<file path="src/rtl/samp_pkg.sv">
// rtl/samp_pkg.sv - shared constants and state encoding for the sample packer
package samp_pkg;

    localparam int WORD_W          = 128;
    localparam int LANE_COMP_W     = 16;
    localparam int LANE_W          = 4 * LANE_COMP_W;
    localparam int BATCH_WORDS_DEF = 8192;

    typedef enum logic [1:0] {
        ST_IDLE    = 2'd0,
        ST_ARMED   = 2'd1,
        ST_CAPTURE = 2'd2,
        ST_DONE    = 2'd3
    } samp_state_t;

endpackage

</file>
<file path="src/rtl/samp_pack.sv">
// rtl/samp_pack.sv - packs dual-channel I/Q sample sets into 128-bit words per capture batch
module samp_pack
    import samp_pkg::*;
#(
    parameter int SAMP_WIDTH  = 12,
    parameter int BATCH_WORDS = BATCH_WORDS_DEF
) (
    input  logic                  clk,
    input  logic                  rst_n,
    input  logic                  start,
    input  logic                  abort,
    input  logic                  in_valid,
    input  logic [SAMP_WIDTH-1:0] in_i0,
    input  logic [SAMP_WIDTH-1:0] in_q0,
    input  logic [SAMP_WIDTH-1:0] in_i1,
    input  logic [SAMP_WIDTH-1:0] in_q1,
    output logic                  valid,
    output logic [WORD_W-1:0]     samp_out,
    output logic                  busy,
    output logic                  done
);

    localparam logic [15:0] BATCH_LIM = 16'(BATCH_WORDS);

    samp_state_t         state_q, state_d;
    logic                valid_q, valid_d;
    logic [WORD_W-1:0]   samp_out_q, samp_out_d;
    logic [15:0]         cnt_q, cnt_d;
    logic                half_q, half_d;
    logic [LANE_W-1:0]   lo_q, lo_d;
    logic [LANE_W-1:0]   lane;

    assign lane = {LANE_COMP_W'(signed'(in_q1)), LANE_COMP_W'(signed'(in_i1)),
                   LANE_COMP_W'(signed'(in_q0)), LANE_COMP_W'(signed'(in_i0))};

    always_comb begin
        state_d    = state_q;
        valid_d    = 1'b0;
        samp_out_d = samp_out_q;
        cnt_d      = cnt_q;
        half_d     = half_q;
        lo_d       = lo_q;
        case (state_q)
            ST_IDLE: begin
                half_d = 1'b0;
                cnt_d  = 16'd0;
                if (start && !abort) begin
                    state_d = ST_ARMED;
                end
            end
            ST_ARMED: begin
                if (abort) begin
                    state_d = ST_IDLE;
                end else if (in_valid) begin
                    lo_d    = lane;
                    half_d  = 1'b1;
                    state_d = ST_CAPTURE;
                end
            end
            ST_CAPTURE: begin
                // abort wins even over the lane that would complete a word
                if (abort) begin
                    state_d = ST_IDLE;
                    half_d  = 1'b0;
                end else if (in_valid) begin
                    if (half_q) begin
                        samp_out_d = {lane, lo_q};
                        valid_d    = 1'b1;
                        half_d     = 1'b0;
                        cnt_d      = cnt_q + 16'd1;
                        if (cnt_d == BATCH_LIM) begin
                            state_d = ST_DONE;
                        end
                    end else begin
                        lo_d   = lane;
                        half_d = 1'b1;
                    end
                end
            end
            ST_DONE: begin
                state_d = ST_IDLE;
            end
            default: begin
                state_d = ST_IDLE;
            end
        endcase
    end

    always_ff @(posedge clk) begin
        if (!rst_n) begin
            state_q    <= ST_IDLE;
            valid_q    <= 1'b0;
            samp_out_q <= '0;
            cnt_q      <= 16'd0;
            half_q     <= 1'b0;
            lo_q       <= '0;
        end else begin
            state_q    <= state_d;
            valid_q    <= valid_d;
            samp_out_q <= samp_out_d;
            cnt_q      <= cnt_d;
            half_q     <= half_d;
            lo_q       <= lo_d;
        end
    end

    assign valid    = valid_q;
    assign samp_out = samp_out_q;
    assign busy     = (state_q == ST_ARMED) || (state_q == ST_CAPTURE);
    assign done     = (state_q == ST_DONE);

endmodule
</file>
<file path="config.mk">
export PLATFORM = sky130hd
export DESIGN_NAME = samp_pack
export DESIGN_NICKNAME = d
export VERILOG_FILES = /design/src/rtl/samp_pkg.sv /design/src/rtl/samp_pack.sv
export SDC_FILE = /design/constraint.sdc
export NUM_CORES = 1
export LEC_CHECK = 0
export CORE_MARGIN = 4
export CORE_UTILIZATION = 35
export CTS_CLUSTER_SIZE = 10
export DETAILED_ROUTE_END_ITERATION = 16
export PLACE_DENSITY_LB_ADDON = 0.12
export REMOVE_ABC_BUFFERS = 1
export SKIP_LAST_GASP = 1
export SLEW_MARGIN = 20
export SYNTH_ARGS = -nofsm -noshare
export SYNTH_HDL_FRONTEND = slang
export SYNTH_SLANG_ARGS = --single-unit
</file>
<file path="constraint.sdc">
create_clock -name clk -period 3.34 [get_ports clk]
set_input_delay 0.668 -clock clk [delete_from_list [all_inputs] [get_ports clk]]
set_output_delay 0.668 -clock clk [all_outputs]
set_load 0.02 [all_outputs]
</file>
==> run metrics, run 1 <==
status=finished, final reports clean; Worst path top cell family by delay=buffers and inverters; mean instance size in the synthesized netlist=7.70 sq um; number of synthesized flops with an enable pin=0; worst r2r dst=state_q[0]; Worst Setup Slack, final=0.662 ns; antenna diode count=0; clock power share=45.3%; Root Driver=clkbuf_16; sw frac=24.5%; layout cell share with drive strength beyond 1=5.23%; number of sinks driven by the clock tree=164; area taken by flip-flops and latches=3280 sq um; number of nets still failing antenna checks after routing=0; worst endpoint required time=2.67 ns; WHS Endpoint=samp_out[52]; number of warning messages in the yosys log=0; Worst path max stage delay=0.64 ns; worst setup path startpoint=state_q[0]; highest-delay cell along the critical path=clkdlybuf4s50_1; hold path startpoint=lo_q[52]; met2 usage=25.3%; wire length of the first global-routing pass=27300 microns; highest fanout seen on the critical path=5; Worst Tran Pin Value=0.872 ns; row count=49; antenna violations before repair=0; Core Area=18100 sq um; max-slew violation total from the final report=0; overall fraction of global-route tracks in use=16.2%; most frequent cells after synthesis=nand2_1, dfxtp_1, a21oi_1; die span in x=144 microns; die outline area=20800 sq um; clock tree from TritonCTS=done; worst-skew pair later-pin latency=0.42 ns; number of placed I/O pins=184; slack of the worst reg-to-reg path=0.98 ns; routability cong.=0.824; count of buffers added by post-CTS timing repair for setup=0; portion of the post-synthesis area used by sequential elements=50.6%; gr ovfl total=0; first-pass iteration count of the detailed router=4; cell area after synthesis=6490 sq um; Placed Instances=1173; DP Worst Slack=0.569 ns; Critical Setup Path Class=flop to primary output; Crit Reg-Reg Startpoint=cnt_q[0]; gr busiest metal=met2; area delta synth->final=36.5%; power density over cell area=494 nW/um^2; DR vias=5761; Fill cells=1823; area share of the largest cell type after synthesis=50.6%; type of the most critical hold path=flop to flop; met1 layer usage reported by global route=21.1%; leakage power=2.93 nW; average wire per standard cell=14.0 microns; number of gates resized after CTS=0; sequence of cells on the critical path=inv_1 -> ha_1 -> clkdlybuf4s50_1; final net count=1023; internal power=3.31 mW; H-tree Lvls=4; total count of hold-check failures in the final report=0; number of cells on the worst hold path=2; First DRT Iteration DRCs=282; remaining routing DRC violations=0; clk slew on worst S/H paths=0.07 ns; Max Fclk=0.373 GHz; met3 layer usage reported by global route=5.82%; # setup viols final=0; top_reg_cell synth=dfxtp_1; Critical Path End Type=primary output; power share of the sequential group=46.8%; Post-Layout Cell Count=1205; CP startpoint kind=flop; aggregate routed wire length=16900 microns; area occupied by multi-input gates=2740 sq um; max-capacitance violation count=0; critical path arrival=2.01 ns; height of the chip=144 microns; post-synthesis register bit count=164; via count of the first global-routing pass=5333; Buffers & Inverters on Critical Path=2; total clock buffers created by CTS=17; number of stages on the worst setup path=3; maximum number of pins on one net before global-route repair=161; switching power=1.07 mW; clk buf depth=2; Logic pwr share=7.9%; number of vias per cell=4.78; part of the cycle the worst path needs=80.2%; ys async rst share=0%; final standard cell utilization of the core=49.0%; initial cell density of the core=35.9%; post-route clock skew=0.00929 ns; dominant cell by count in the synthesized netlist=nand2_1; total of buffers placed on input and output ports=183; most area-hungry cell type in the Yosys netlist=dfxtp_1; Final Critical Period=2.68 ns; count of different cell masters after synthesis=45; hold_buf cts=0; DP Wirelength=10400 microns; Peak supply drop=0.344 mV; worst reg-to-reg path cell count=7; unrepaired setup endpoints after global routing=no; Slew Limit Headroom=41.9%; cell count after synthesis=843; cell types occupying the most area after synthesis=dfxtp_1, nand2_1, a21oi_1
sequential cells by signal, indices dropped and copies added, names as in the netlist:
name	count
cnt_q	16
half_q	1
lo_q	48
samp_out	96
state_q	2
valid	1
how the worst max path moves through the flow:
stage	endpoint	slack, ns
finish	busy	0.66
global route	busy	0.55
CTS	busy	0.64
detailed placement	lo_q[56]	0.57
global placement	lo_q[41]	0.57
floorplan	cnt_q[11]	-1.91
worst min-delay path, cell delays in order (launching register included):
cell and delay [ns]:
dfxtp_1 0.31, nand2_1 0.05, a21oi_1 0.05
area by class of cell:
type / count / area share, %
timing repair buffer: 190 / 21.6
multi-input combinational: 581 / 30.9
clock buffer: 19 / 5.11
inverter: 9 / 0.410
tap: 229 / 3.23
clock inverter: 13 / 1.68
sequential: 164 / 37.1
placed cells by master (no fill, tap or decap), drive strengths merged, types with 3 or more instances in the layout:
cell type / instances
inv: 13
ha: 7
clkinv: 5
nand2: 298
a311oi: 3
clkbuf: 19
nand4: 7
or3: 5
nand2b: 3
xnor2: 3
a21oi: 162
a22oi: 4
nand3: 10
buf: 7
nor3: 4
nor4: 4
nor2: 29
dfxtp: 164
clkdlybuf4s50: 183
o21ai: 15
and2: 3
per-stage QoR:
stage | power (mW) | TNS, ns | instance area (sq um) | hold slack (ns)
5_1_grt | 4.57 | 0 | 8860 | 0.463
3_5_place_dp | 2.44 | 0 | 8260 | 0.441
3_3_place_gp | 2.44 | 0 | 8260 | 0.438
4_1_cts | 4.44 | 0 | 8860 | 0.451
6_report | 4.38 | 0 | 8860 | 0.448
2_1_floorplan | 2.27 | -151.40 | 6020 | 0.432
per-layer routing:
layer  share of wire [%]  routed length, microns
met1                  47                    7870
met3                 6.4                    1080
met4                 1.1                     179
met5                   0                       0
met2                  46                    7760
power by group through the flow:
stage          clock (mW)  sequential (mW)  combinational (mW)
2_1_floorplan           0             2.09               0.183
3_3_place_gp            0             2.09               0.351
3_5_place_dp            0             2.09               0.352
4_1_cts              2.04             2.05               0.353
5_1_grt              2.13             2.06               0.390
6_report             1.98             2.05               0.345
cells by family (layout without fill, tap and decap cells):
logic type               Yosys count  after routing  share of synthesized area (%)
adder cells (fa/ha/maj)            7              7                           1.35
AND/OR/NAND/NOR                  369            369                           22.9
AO/OA/AOI/OAI                    198            198                           16.5
XOR/XNOR                           5              5                          0.675
flip-flops                       164            164                           50.6
buffers and inverters             98            231                           7.66
multiplexers                       2              2                          0.328
Power figures use the tool's default switching activity.
==> run 2, diff against run 1 <==
==> constraint.sdc (replaced) <==
create_clock -name clk -period 2.2 [get_ports clk]
set_input_delay 0.44 -clock clk [delete_from_list [all_inputs] [get_ports clk]]
set_output_delay 0.44 -clock clk [all_outputs]
set_load 0.02 [all_outputs]
==> run metrics, run 2 (synthesized netlist as in run 1, its figures left out) <==
Fill cells=1811 (-0.66%); Peak supply drop=0.526 mV (+53%); Worst Setup Slack, final=0.146 ns (-0.516 ns); Buffers & Inverters on Critical Path=1 (-1); critical path arrival=1.61 ns (-0.40 ns); first-pass iteration count of the detailed router=5 (+1); PnR Total Power=6.83 mW (+56%); post-route setup TNS=0 ns (unchanged); overall fraction of global-route tracks in use=16.7% (+0.49 points); antenna diode count=0 (unchanged); total clock buffers created by CTS=17 (unchanged); First DRT Iteration DRCs=299 (+6.0%); clk buf depth=2 (unchanged); WHS Endpoint=samp_out[40]; part of the cycle the worst path needs=93.3%; area delta synth->final=41.2%; number of cells on the worst hold path=2 (unchanged); # setup viols final=0 (unchanged); CP startpoint kind=flop; DP Worst Slack=0.0387 ns (-0.531 ns); worst reg-to-reg path cell count=8 (+1); height of the chip=144 microns (unchanged); remaining routing DRC violations=0 (unchanged); clk slew on worst S/H paths=0.07 ns (about the same); leading cell type in the layout, fill and taps excluded=nand2_1; final net count=1051 (+2.7%); Worst Tran Pin Value=0.837 ns (-0.0350 ns); number of sinks driven by the clock tree=164 (unchanged); H-tree Lvls=4 (unchanged); Root Driver=clkbuf_16; number of vias per cell=4.75 (-0.63%); most frequent cells in the layout=nand2_1, clkdlybuf4s50_1, dfxtp_1, a21oi_1, nor2_1; highest-delay cell along the critical path=clkdlybuf4s50_1; antenna violations before repair=0 (unchanged); initial cell density of the core=35.9% (unchanged); Post-Layout Cell Count=1233 (+2.3%); type of the most critical hold path=flop to flop; max-slew violation total from the final report=0 (unchanged); Placed Instances=1201 (+2.4%); number of nets still failing antenna checks after routing=0 (unchanged); number of flip-flops under the largest register name=96 (unchanged); Worst path max stage delay=0.61 ns (-0.03 ns); max-capacitance violation count=0 (unchanged); wire length of the first global-routing pass=28100 microns (+3.0%); leakage power=3.11 nW (+6.1%); average wire per standard cell=14.1 microns (+0.95%); hold path startpoint=lo_q[40]; worst endpoint required time=1.76 ns (-0.91 ns); Critical Path End Type=primary output; number of placed I/O pins=184 (unchanged); total count of hold-check failures in the final report=0 (unchanged); Critical Setup Path Class=flop to primary output; Worst path top cell family by delay=buffers and inverters; DR vias=5858 (+1.7%); status=finished, final reports clean; slack of the worst reg-to-reg path=0.20 ns (-0.78 ns); highest fanout seen on the critical path=5 (unchanged); aggregate routed wire length=17400 microns (+3.3%); clock tree from TritonCTS=done; power density over cell area=746 nW/um^2 (+51%); post-route clock skew=0.0126 ns (+0.00335 ns); layout cell share with drive strength beyond 1=7.77% (+2.5 points); via count of the first global-routing pass=5542 (+3.9%); maximum number of pins on one net before global-route repair=161 (unchanged); routability cong.=0.795 (-3.5%); count of buffers added by post-CTS timing repair for setup=0 (unchanged); die span in x=144 microns (unchanged); row count=49 (unchanged); Max Fclk=0.487 GHz; DP Wirelength=11300 microns (+8.5%); Crit Reg-Reg Startpoint=state_q[0]; Final Critical Period=2.05 ns; Core Area=18100 sq um (unchanged); sequence of cells on the critical path=ha_1 -> clkdlybuf4s50_1; Slew Limit Headroom=44.2% (+2.3 points); worst r2r dst=cnt_q[6]; unrepaired setup endpoints after global routing=no; total of buffers placed on input and output ports=183 (unchanged); die outline area=20800 sq um (unchanged); worst-skew pair later-pin latency=0.43 ns (about the same); gr ovfl total=0 (unchanged)
run 2: cell count changes in the layout (fill, tap and decap cells not counted):
cell,change
dlygate4sd2_1,+1
inv_6,+1
clkbuf_8,-2
buf_4,+22
clkbuf_1,+1
clkinv_2,-2
buf_12,+6
clkdlybuf4s50_1,-1
clkinv_8,+1
bufinv_16,+1
run 2: worst reg2reg max path, stage by stage (launching register included):
cell and delay [ns]:
dfxtp_1 0.36, inv_1 0.12, ha_1 0.29, nor2b_1 0.30, nand3_4 0.13, o21ai_1 0.24, o21ai_0 0.17, a22oi_1 0.21
nor2_1 0.05
run 2: repair_timing:
item,in CTS,in global routing
hold buffers,0,0
gates resized for setup,1,0
endpoints found under the setup margin,1,0
run 2: where the power goes:
group	total [mW]	internal [mW]	leakage (nW)	switching (mW)
Clock	3.13	1.82	0.297	1.31
Sequential	3.11	3.06	1.33	0.0479
Combinational	0.592	0.254	1.49	0.338
Total	6.83	5.14	3.11	1.69
run 2: layout make-up:
class                           instances  area, sq um  area share [%]
Tap cell                              229          287            3.13
Clock inverter                         14          194            2.12
Clock buffer                           18          429            4.68
Timing Repair Buffer                  218         2190            23.9
Inverter                                9         36.3           0.396
Multi-Input combinational cell        581         2740            29.9
Sequential cell                       164         3280            35.8
run 2: routing by layer:
metal | up-vias | GRT usage, % | share of wire (%)
li1 | 3038 | - | -
met2 | 131 | 26.1 | 45
met1 | 2676 | 21.7 | 46
met3 | 13 | 6.15 | 7.1
met4 | 0 | 5.01 | 1.2
met5 | - | 0 | 0
run 2: worst max path at each step:
stage                           from          to  slack [ns]  cells after the start
after detailed placement    in_valid     lo_q[0]        0.04                      7
final                     state_q[1]        done        0.15                      2
after CTS                 state_q[1]        done        0.10                      2
after global routing        cnt_q[7]  state_q[0]        0.01                      6
after global placement      in_valid    lo_q[55]         0.1                      7
after floorplan           state_q[0]   cnt_q[11]       -2.98                      7
run 2: stage by stage:
stage               util [%]  hold slack [ns]  area (sq um)
CTS                     50.7            0.450          9160
finish                  50.7            0.446          9160
global route            50.7            0.460          9160
detailed placement      47.2            0.443          8540
global placement        47.2            0.438          8540
floorplan                  -            0.432          6020
==> edit 1: new RTL, settings of run 1 <==
Change the parameter `SAMP_WIDTH` from 12 to 16.
--- a/src/rtl/samp_pack.sv
+++ b/src/rtl/samp_pack.sv
@@ -3,5 +3,5 @@
     import samp_pkg::*;
 #(
-    parameter int SAMP_WIDTH  = 12,
+    parameter int SAMP_WIDTH  = 16,
     parameter int BATCH_WORDS = BATCH_WORDS_DEF
 ) (
Interface: changed (resized in_i0, in_i1, in_q0 and in_q1); port bits go from 184 to 200. The function was not compared with the original's and may differ.
==> edit 1 against run 1 <==
  * Non-clock buffer count up 24
  * Cell area is 28% higher
  * Clock power increased by 19%
  * Wire length grew 29%
  * Setup slack lost 100 ps
  * Register-to-register slack better by 110 ps
  * Synthesized area increased by 29%
  * Sequential cell count up 48
  * Total power is 25% higher
  * Clock skew hardly changed
  * Largest cell class unchanged
  * Largest power group unchanged
==> edit 1: results (changes against run 1) <==
** Logic synthesis
- Most instantiated cells after synthesis :: 396 x sky130_fd_sc_hd__nand2_1, 212 x sky130_fd_sc_hd__dfxtp_1, 194 x sky130_fd_sc_hd__a21boi_0 (was 298 x sky130_fd_sc_hd__nand2_1, 164 x sky130_fd_sc_hd__dfxtp_1, 162 x sky130_fd_sc_hd__a21oi_1)
- Top post-synthesis cells by area :: sky130_fd_sc_hd__dfxtp_1 51%, sky130_fd_sc_hd__nand2_1 18%, sky130_fd_sc_hd__a21boi_0 17%, sky130_fd_sc_hd__clkbuf_1 3.1%, sky130_fd_sc_hd__ha_1 1.0% (was sky130_fd_sc_hd__dfxtp_1 51%, sky130_fd_sc_hd__nand2_1 17%, sky130_fd_sc_hd__a21oi_1 12%, sky130_fd_sc_hd__buf_4 3.7%, sky130_fd_sc_hd__clkbuf_1 2.7%)
- Yosys cell types :: 47 (was 45)
- The post-synthesis sequential area ratio is 50.7% (was 50.6%).

** CTS
- The clock latency at the later pin of the worst-skew pair came to 510 ps (was 420 ps).
- Maximum level of the CTS H-tree :: 1 (was 4)
- Clock Path Buffers :: 3 (was 2)
- Number of CTS-inserted buffers :: 25 (was 17)

** Routing
- Met1 layer wirelength in the final routing :: 9760 um (was 7870 um)
- The final wirelength was 21800 um (was 16900 um).
- The total met2 wirelength after detailed routing was 9980 um (was 7760 um).
- Met3 wire length :: 1630 um (was 1080 um)
- Average via count per standard cell :: 4.70 (was 4.78)
- The detailed-router iteration count before antenna repair is 6 (was 4).
- Number of DRC markers in iteration 0 :: 357 (was 282)

** Placed design
- Number of I/O port buffers :: 199 (was 183)
- Placer's final routability congestion estimate :: 0.720 (was 0.824)
- Sum of net half-perimeters after detailed placement :: 13800 um (was 10400 um)

** Power and ir drop
- Reported leakage power :: 3.86 nW (was 2.93 nW)
- The cell-internal power was 4.19 mW (was 3.31 mW).
- The highest ir drop seen on vdd is 0.365 mV (was 0.344 mV).

** STA
- The smallest hold slack was 457 ps (was 448 ps).
- Post-route clock skew :: 9.32 ps (was 9.29 ps)
- The worst slew margin relative to its limit came to 54.4% (was 41.9%).

** Outcome
- Status :: finished, final reports clean (unchanged)

** GRT
- The number of global-route vias before repair was 6848 (was 5333).
- Largest net degree at the start of global routing :: 84 (was 161)
- The aggregate global-route resource usage was 16.1% (was 16.2%).
- The wire length of the first global-routing pass was 35700 um (was 27300 um).
- Total gr overflow :: 0 (unchanged)

** Final layout
- Number of flip-flops in the largest register :: 128 (was 96)
- Proportion of layout cells with a drive suffix above 1 :: 4.48% (was 5.23%)
- The net total in the final layout is 1254 (was 1023).

** Critical path
- In this design, the stage delay of the slowest critical-path cell is between 600 and 700 ps.
- Data arrival at the endpoint of the critical path :: 2110 ps (was 2010 ps)
- Reg2Reg Capture Point :: state_q[1] (was state_q[0])
- Critical-path cell with the highest stage delay :: sky130_fd_sc_hd__clkdlybuf4s50_1 (unchanged)
- The slack of the worst reg-to-reg path was 1090 ps (was 980 ps).

** Hold path
- The startpoint of the most critical hold path is samp_out[0] (was lo_q[52]).
- Endpoint, Worst Hold :: samp_out[0] (was samp_out[52])
[edit 1: cell types whose count changed after synthesis, moves of 6 or more]
cell	before	now
sky130_fd_sc_hd__a21boi_0	0	194
sky130_fd_sc_hd__a21oi_1	162	11
sky130_fd_sc_hd__nand2_1	298	396
sky130_fd_sc_hd__dfxtp_1	164	212
sky130_fd_sc_hd__buf_4	32	0
sky130_fd_sc_hd__clkbuf_1	46	68
sky130_fd_sc_hd__nor2_1	29	14
sky130_fd_sc_hd__nor2b_1	1	7
[edit 1: worst max path at each step]
stage | from | end | slack, ps | cells after the start
finish | state_q[0] | busy | 560 | 3
floorplan | abort | cnt_q[14] | -2550 | 5
CTS | state_q[0] | busy | 530 | 3
detailed placement | abort | cnt_q[5] | 620 | 7
global route | state_q[0] | busy | 490 | 3
global placement | abort | cnt_q[5] | 640 | 7
[edit 1: layout make-up]
class / instances / area, um^2
tap: 319 / 399
clock buffer: 31 / 668
multi-input combinational: 717 / 3820
timing repair buffer: 214 / 2160
antenna: 1 / 2.50
fill: 2308 / 12100
clock inverter: 1 / 8.76
inverter: 8 / 30.0
sequential: 212 / 4240
[edit 1: power by group through the flow]
stage	registers, mW	clock network (mW)	logic (mW)
4_1_cts	2.66	2.45	0.469
5_1_grt	2.67	2.54	0.520
6_report	2.66	2.35	0.459
3_3_place_gp	2.71	0	0.463
3_5_place_dp	2.71	0	0.468
2_1_floorplan	2.70	0	0.227
[edit 1: cell families (layout without fill, tap and decap cells)]
family          Yosys count  in the layout  share of synthesized area, %
fa+ha+maj                 7              7                          1.05
buf+inv                  84            254                          3.89
simple gates            454            454                          21.7
xor+xnor                  3              3                         0.314
other cells               0              1                             0
mux                       1              1                         0.120
flops                   212            212                          50.7
compound gates          252            252                          22.2
[edit 1: metal layers]
metal  up-vias  GRT usage [%]
li1       3641              -
met1      3236           20.8
met2       155           26.4
met3        32           5.26
met4         0           3.81
met5         -              0
[edit 1: stage by stage]
stage                     total power, mW  setup WS [ps]  cell area, um^2  cells
after global placement               3.17            639            10700   1470
final                                5.46            560            11300   1503
after global routing                 5.73            493            11300   1502
after detailed placement             3.18            618            10700   1470
after CTS                            5.58            534            11300   1502
after floorplan                      2.93          -2550             8070    937
[edit 1: critical path: cells and delay by family (launching register included)]
family | cells | cell delay [ps]
fa+ha+maj | 1 | 410
flops | 1 | 450
buf+inv | 2 | 750
==> edit 2: new RTL, settings of run 1 <==
Made on the original files. Encoding of `samp_state_t`: now Gray code (2 bits for 4 states).
--- a/src/rtl/samp_pkg.sv
+++ b/src/rtl/samp_pkg.sv
@@ -8,8 +8,8 @@
 
     typedef enum logic [1:0] {
-        ST_IDLE    = 2'd0,
-        ST_ARMED   = 2'd1,
-        ST_CAPTURE = 2'd2,
-        ST_DONE    = 2'd3
+        ST_IDLE    = 2'b00,
+        ST_ARMED   = 2'b01,
+        ST_CAPTURE = 2'b11,
+        ST_DONE    = 2'b10
     } samp_state_t;
 
Function: same outputs for any inputs over 4 cycles, from zero or initial values and one cycle with rst_n low; so few cycles prove little.
==> edit 2 against run 1 <==
  * Setup slack improved by 190 ps
  * Wire length down 1.3%
  * Synthesized area down 0.44%
  * Clock skew shrank 0.60 ps
  * Cell area decreased by 0.44%
  * Sequential cell count unchanged
  * Critical path type unchanged
  * Largest cell class unchanged
Power is not compared: it rests on default switching activity, and its combinational part moved more than twofold at a synthesized area within 25%.
==> edit 2: results (changes against run 1) <==
** Outcome
- Status: finished, final reports clean (unchanged).

** Routing
- The number of vias per cell after detailed routing is 4.82 (was 4.78).
- Wire length per cell :: 14.1 um (was 14.0 um)
- Number of DRC markers in iteration 0 :: 328 (was 282)

** Logic synthesis
- Top post-synthesis cells by area :: sky130_fd_sc_hd__dfxtp_1 51%, sky130_fd_sc_hd__nand2_1 18%, sky130_fd_sc_hd__a21oi_1 12%, sky130_fd_sc_hd__buf_4 4.1%, sky130_fd_sc_hd__buf_2 2.0% (was sky130_fd_sc_hd__dfxtp_1 51%, sky130_fd_sc_hd__nand2_1 17%, sky130_fd_sc_hd__a21oi_1 12%, sky130_fd_sc_hd__buf_4 3.7%, sky130_fd_sc_hd__clkbuf_1 2.7%)
- The average cell area after synthesis is 7.86 um^2 (was 7.70 um^2).
- Yosys cell types :: 47 (was 45)
- Most instantiated cells after synthesis: 304 x sky130_fd_sc_hd__nand2_1, 164 x sky130_fd_sc_hd__dfxtp_1, 161 x sky130_fd_sc_hd__a21oi_1 (was 298 x sky130_fd_sc_hd__nand2_1, 164 x sky130_fd_sc_hd__dfxtp_1, 162 x sky130_fd_sc_hd__a21oi_1).

** Final layout
- Proportion of layout cells with a drive suffix above 1 :: 5.96% (was 5.23%)
- The net total in the final layout was 999 (was 1023).
- Final cell count without fillers :: 1185 (was 1205)
- The number of diodes was 0 (unchanged).
- The fill cell total of the finished layout is 1805 (was 1823).

** STA
- Worst-case headroom to the max-slew limit :: 60.4% (was 41.9%)
- Post-route clock skew :: 8.68 ps (was 9.29 ps)

** Critical path
- Max stage delay on crit path :: 610 ps (was 640 ps)
- Data arrival at the endpoint of the critical path :: 1820 ps (was 2010 ps)
- The largest fanout of any net on the critical path came to 9 (was 5).

** Placed design
- Placer's final routability congestion estimate :: 0.808 (was 0.824)
- Post-place setup slack :: 754 ps (was 569 ps)
- The placed wire-length estimate after detailed placement was 10700 um (was 10400 um).

** CTS
- Clock Path Buffers :: 2 (unchanged)

** GRT
- The maximum number of pins on one net before global-route repair came to 74 (was 161).
- The number of global-route vias before repair is 5296 (was 5333).
- Global-route wire length before repair :: 26900 um (was 27300 um)
## edit 2: changes by cell type in the layout (fill, tap and decap cells not counted), moves of 5 or more
cell                             run 1  this run
sky130_fd_sc_hd__nand2_1           298       303
sky130_fd_sc_hd__nor2_1             28        18
sky130_fd_sc_hd__ha_1                7         2
sky130_fd_sc_hd__inv_1               8         2
## edit 2: power breakdown
| group | leakage (nW) | switching [mW] | total, mW | internal, mW |
|---|---|---|---|---|
| clock network | 0.281 | 0.837 | 1.96 | 1.12 |
| logic | 1.30 | 0.0733 | 0.145 | 0.0714 |
| registers | 1.32 | 0.00599 | 1.97 | 1.96 |
## edit 2: cell type report
type	instances	area share, %
sequential	164	37.2
multi-input combinational	564	30.4
timing repair buffer	194	22.3
clock buffer	17	4.82
tap	229	3.25
clock inverter	14	1.87
inverter	3	0.156
## edit 2: worst paths after layout
| path | start | end | slack (ps) | cells past startpoint |
|---|---|---|---|---|
| max reg2reg | cnt_q[1] | state_q[0] | 1380 | 6 |
| min | lo_q[4] | samp_out[4] | 450 | 2 |
| max | state_q[1] | done | 860 | 3 |
| min reg2reg | lo_q[4] | samp_out[4] | 450 | 2 |
## edit 2: routing by layer
metal | share of wire, % | up-vias | global-route usage [%]
met4 | 1.2 | 0 | 4.61
met1 | 46 | 2631 | 20.7
met2 | 47 | 145 | 26.3
li1 | - | 2924 | -
met5 | 0 | - | 0
met3 | 5.2 | 16 | 4.26
## edit 2: through the flow
step	power, mW	setup TNS (ps)
6_report	4.07	0
5_1_grt	4.23	0
4_1_cts	4.13	0
3_5_place_dp	2.16	0
3_3_place_gp	2.16	0
2_1_floorplan	2.06	-152350
## edit 2: cell families after synthesis
kind of cell    after synthesis  synth area share [%]
flops                       164                  50.8
simple gates                361                  23.7
xor+xnor                      3                 0.407
fa+ha+maj                     2                 0.387
buf+inv                      94                  8.00
compound gates              197                  16.6
mux                           1                 0.155
## edit 2: worst reg2reg max path: cells and delay by family (launching register included)
family / cells / cell delay (ps)
compound gates: 2 / 260
fa+ha+maj: 1 / 370
flops: 1 / 510
mux: 1 / 190
simple gates: 2 / 520
